==> config.mk <==
export PLATFORM = sky130hd
export DESIGN_NAME = serial_parity_rx
export DESIGN_NICKNAME = d
export VERILOG_FILES = /design/src/rtl/serial_parity_rx.sv
export SDC_FILE = /design/constraint.sdc
export NUM_CORES = 1
export LEC_CHECK = 0
export ABC_AREA = 1
export CORE_MARGIN = 1.5
export CORE_UTILIZATION = 30
export DETAILED_ROUTE_END_ITERATION = 8
export PLACE_DENSITY = 0.57
export SYNTH_ARGS = -nofsm -noshare
export SYNTH_HDL_FRONTEND = slang
export SYNTH_SLANG_ARGS = --single-unit
==> constraint.sdc <==
create_clock -name clk -period 3.2 [get_ports clk]
set_clock_uncertainty 0.05 [all_clocks]
set_input_delay 0.64 -clock clk [delete_from_list [all_inputs] [get_ports clk]]
set_output_delay 0.64 -clock clk [all_outputs]
set_load 0.05 [all_outputs]
==> src/rtl/serial_parity_rx.sv <==
// Serial-to-parallel receiver: WIDTH data bits LSB first followed by one even-parity bit.
// Presents the recovered word with a parity-error flag and a one-cycle completion pulse.
module serial_parity_rx #(
    parameter int WIDTH = 8
) (
    input  logic             clk,
    input  logic             rst,
    input  logic             in_valid,
    input  logic             in_bit,
    input  logic             in_start,
    output logic             out_valid,
    output logic [WIDTH-1:0] out_data,
    output logic             out_parity_err,
    output logic             busy
);

    localparam int CNT_W = $clog2(WIDTH + 1);

    typedef enum logic [1:0] {
        IDLE   = 2'd0,
        DATA   = 2'd1,
        PARITY = 2'd2
    } state_t;

    // Single stage of the running-XOR parity chain.
    function automatic logic xor2(input logic a, input logic b);
        return a ^ b;
    endfunction

    state_t           state_q;
    logic [CNT_W-1:0] cnt_q;
    logic [WIDTH-1:0] shift_q;
    logic             acc_q;
    logic             out_valid_q;
    logic [WIDTH-1:0] out_data_q;
    logic             out_parity_err_q;
    logic             busy_q;

    // Frame FSM: shift register, bit counter, parity accumulator and registered outputs.
    always_ff @(posedge clk or posedge rst) begin
        if (rst) begin
            state_q          <= IDLE;
            cnt_q            <= '0;
            shift_q          <= '0;
            acc_q            <= 1'b0;
            out_valid_q      <= 1'b0;
            out_data_q       <= '0;
            out_parity_err_q <= 1'b0;
            busy_q           <= 1'b0;
        end else begin
            out_valid_q <= 1'b0;
            if (in_valid) begin
                // A start bit restarts the frame from any state; data lands in the MSB
                // and is walked down to bit 0 by the following WIDTH-1 shifts.
                if (in_start) begin
                    state_q <= DATA;
                    cnt_q   <= CNT_W'(1);
                    shift_q <= {in_bit, {(WIDTH-1){1'b0}}};
                    acc_q   <= in_bit;
                    busy_q  <= 1'b1;
                end else begin
                    case (state_q)
                        IDLE: begin
                            state_q <= IDLE;
                        end
                        DATA: begin
                            shift_q <= {in_bit, shift_q[WIDTH-1:1]};
                            acc_q   <= xor2(acc_q, in_bit);
                            cnt_q   <= cnt_q + CNT_W'(1);
                            if (cnt_q == CNT_W'(WIDTH - 1)) begin
                                state_q <= PARITY;
                            end else begin
                                state_q <= DATA;
                            end
                        end
                        PARITY: begin
                            out_data_q       <= shift_q;
                            out_parity_err_q <= xor2(acc_q, in_bit);
                            out_valid_q      <= 1'b1;
                            state_q          <= IDLE;
                            cnt_q            <= '0;
                            acc_q            <= 1'b0;
                            busy_q           <= 1'b0;
                        end
                        default: begin
                            state_q <= IDLE;
                            cnt_q   <= '0;
                            acc_q   <= 1'b0;
                            busy_q  <= 1'b0;
                        end
                    endcase
                end
            end else begin
                state_q <= state_q;
            end
        end
    end

    assign out_valid      = out_valid_q;
    assign out_data       = out_data_q;
    assign out_parity_err = out_parity_err_q;
    assign busy           = busy_q;

endmodule

==> results.md <==
- Sort of element at the start of the critical path: flip-flop
- Clock-pin slew of the registers on the worst-case setup and hold paths: ~90 ps
- Switch share: 0.2379
- First-pass GRT wire length: around 3.7 mm
- Post-synth design cell area: around 1200 um^2
- Result of the run: completed
- Die H: 65.58 um
- Final min period: 2130 ps
- Via count of the first global-routing pass: 867
- Unrepaired setup endpoints after global routing: false
- Routed via count divided by cell count: 4.416
- Max-capacitance violation count: 0
- Fill cell total of the finished layout: 375
- CTS H-Tree Depth: 1
- TritonCTS clock tree: done
- Worst ir drop on vdd: 0.0002468 V
- Post-route clock period utilization: 0.6655
- Crit path DAT: 1440 ps
- Part of the total power dissipated in sequential elements: 0.510
- Detail-routed net length per standard cell: 10.94 um
- Aggregate negative setup slack: 0 ps
- Vias after detailed routing: 870
- Final Hold Fails: 0
- Count of cells resized by post-cts repair: 0
- Category of the critical setup timing path: flip-flop to output pin
- Ys Warns: 0
- Post-synthesis register bit count: 26
- Transition time at the pin with the least slew margin: 491.9 ps
- Mean area per synthesized cell: roughly 9.0 um^2
- Post-layout total power: 0.7030 mW
- Mapped Nets: 137
- Required time of the critical path: 2510 ps
- Number of antenna violations at the first check in global routing: 0
- GRT Resource Usage Total: 0.1119
- Total Wirelength: 2.156 mm
- Number of design rule violations left after detail routing: 0
- Number of buffers on the longest clock path: 2
- Die X: 65.58 um
- Die footprint: 4301 um^2
- Clk pwr share: 0.387
- Combinational share of power: 0.103
- Worst slew slack as a fraction of its limit: 0.6710
- Max Fanout on Critical Path: 2
- F_max: between 0.4 and 0.5 GHz
- Pin count of the biggest net entering global routing: 27
- Hpwl dp: 1.541 mm
- Number of sinks on the clock net: 26
- Sequential-to-total area share from yosys stat: 0.5538
- Placeable Area: 3716 um^2
- Ordered cell list for the critical path: clkdlybuf4s50_1
- Net load switching power: about 0.17 mW
- Leak Pwr: approximately 0.7 nW
- # IOs: 16
- TritonCTS buffer count: 3
- Post-Place Setup Slack: 1109 ps
- Count of cell types in the netlist: 18
- Critical Path Sink Type: output pin
- Final-report max-slew violation count: 0
- Clock latency on the worst-skew pair: 270 ps
- Async S/R FF share, synth: 1.000
- Count of nets after finishing: around 160
- Worst hold margin: 438.4 ps
- Worst path setup slack after routing: approximately 1100 ps
- Number of buffers added on ports: 15
- CTS hold repair buffers: 0
- Final-report setup violation count: 0
- Highest cell delay on the worst timing path: 800 ps
- Antenna diode count: 0
- Post-synth EDFFs: 0
- Internal power: around 0.54 mW
- Remaining antenna violation count after routing: 0
- Synthesis-to-finish area growth: 22.68%
- Instance count of the mapped netlist: 131
- Post-CTS setup buffer count: 0
- Share of final-layout standard cells stronger than drive strength 1: 0.1275
- Length of the first detailed-routing pass in iterations: 4
- Min-Delay Path Class: flip-flop to flip-flop
- Buf/Inv on CP: 1
- Power density cells: 487.7 nW/um^2
- Number of rows in the core area: 22
- Total congestion overflow: 0
- Effective utilization at floorplan: 0.3162
- Final weighted congestion of routability-driven global placement: 0.7843
- Worst-path cell with the longest stage delay: sky130_fd_sc_hd__clkdlybuf4s50_1
- Cell at the root of the clock tree: sky130_fd_sc_hd__clkbuf_8
- DRT iter0 DRCs: 39
- Family with the most delay on the worst path: buffers and inverters
- Prevailing post-synth register cell: sky130_fd_sc_hd__dfrtp_1
## synth_stat cells (2+ instances only)
library cell | number | area [um^2]
sky130_fd_sc_hd__nand2_1 | 40 | 150.1
sky130_fd_sc_hd__dfrtp_1 | 26 | 650.6
sky130_fd_sc_hd__inv_1 | 20 | 75.07
sky130_fd_sc_hd__o21ai_0 | 9 | 45.04
sky130_fd_sc_hd__o21ai_2 | 9 | 78.83
sky130_fd_sc_hd__nor2_1 | 8 | 30.03
sky130_fd_sc_hd__nand3_1 | 7 | 35.03
sky130_fd_sc_hd__buf_6 | 2 | 22.52
## worst paths after layout
path | startpoint | to | slack (ps) | cells after the start
worst max-delay path | out_data[1]$_DFFE_PP0P_ | out_data[1] | 1070 | 1
worst min-delay path | out_data[4]$_DFFE_PP0P_ | out_data[4]$_DFFE_PP0P_ | 440 | 2
worst max register to register | state_q[1]$_DFFE_PP0P_ | shift_q[5]$_DFFE_PP0P_ | 1970 | 4
worst min register to register | out_data[4]$_DFFE_PP0P_ | out_data[4]$_DFFE_PP0P_ | 440 | 2
max in group asynchronous | rst | out_data[3]$_DFFE_PP0P_ | 2190 | 3
min in group asynchronous | rst | cnt_q[2]$_DFFE_PP0P_ | 660 | 3
## registers in the layout (all words and copies together), names as in the netlist
name,count
state_q,2
shift_q,8
cnt_q,4
out_data,8
out_valid,1
acc_q,1
out_parity_err,1
busy,1
## cells by family (layout without fill, tap and decap cells)
logic type / count (synthesis) / after routing / share of synthesized area
buffers and inverters: 23 / 41 / 0.08626
AO/OA/AOI/OAI: 21 / 21 / 0.1235
flip-flops: 26 / 26 / 0.5538
AND/OR/NAND/NOR: 60 / 60 / 0.2258
adder cells (fa/ha/maj): 1 / 1 / 0.01065
## per-layer routing
metal / vias up / part of all wire / track usage / routed length [um]
li1: 443 / - / - / -
met5: - / 0 / 0 / 0
met3: 4 / 0.039 / 0.03082 / 85
met1: 406 / 0.44 / 0.1272 / 949
met2: 17 / 0.51 / 0.2015 / 1099
met4: 0 / 0.010 / 0.03646 / 22
## per-stage QoR
stage / cell area [um^2] / util / instances
6_report: 1441 / 0.3879 / 197
5_1_grt: 1441 / 0.3879 / 197
4_1_cts: 1441 / 0.3879 / 197
3_5_place_dp: 1370 / 0.3687 / 193
3_3_place_gp: 1370 / 0.3687 / 193
2_1_floorplan: 1175 / - / 131
## final cells by class
cell class | instances | area [um^2] | area share
multi-input cells | 82 | 422.9 | 0.2934
clock inverters | 1 | 30.03 | 0.02083
well taps | 48 | 60.06 | 0.04167
flip-flops and latches | 26 | 650.6 | 0.4514
inverters | 21 | 78.83 | 0.05469
clock buffers | 3 | 41.29 | 0.02865
repair buffers | 16 | 157.7 | 0.1094
## power groups by stage
stage	registers, mW	logic, mW	clock network (mW)
global route	0.361	0.0840	0.296
floorplan	0.365	0.0488	0
CTS	0.358	0.0741	0.282
global placement	0.363	0.0711	0
finish	0.358	0.0724	0.272
detailed placement	0.363	0.0738	0
## layout by cell type, fill, tap and decap left out, drive strengths merged
cell,synthesis,routed
bufinv,0,1
o22ai,1,1
buf,2,1
clkbuf,0,3
nand2,41,41
nand3,8,8
nand4,1,1
nor3,1,1
clkdlybuf4s50,0,15
o211ai,1,1
nor2,9,9
inv,21,21
ha,1,1
dfrtp,26,26
o21ai,18,18
a22oi,1,1
No activity file was read; power rests on OpenSTA's default activity.
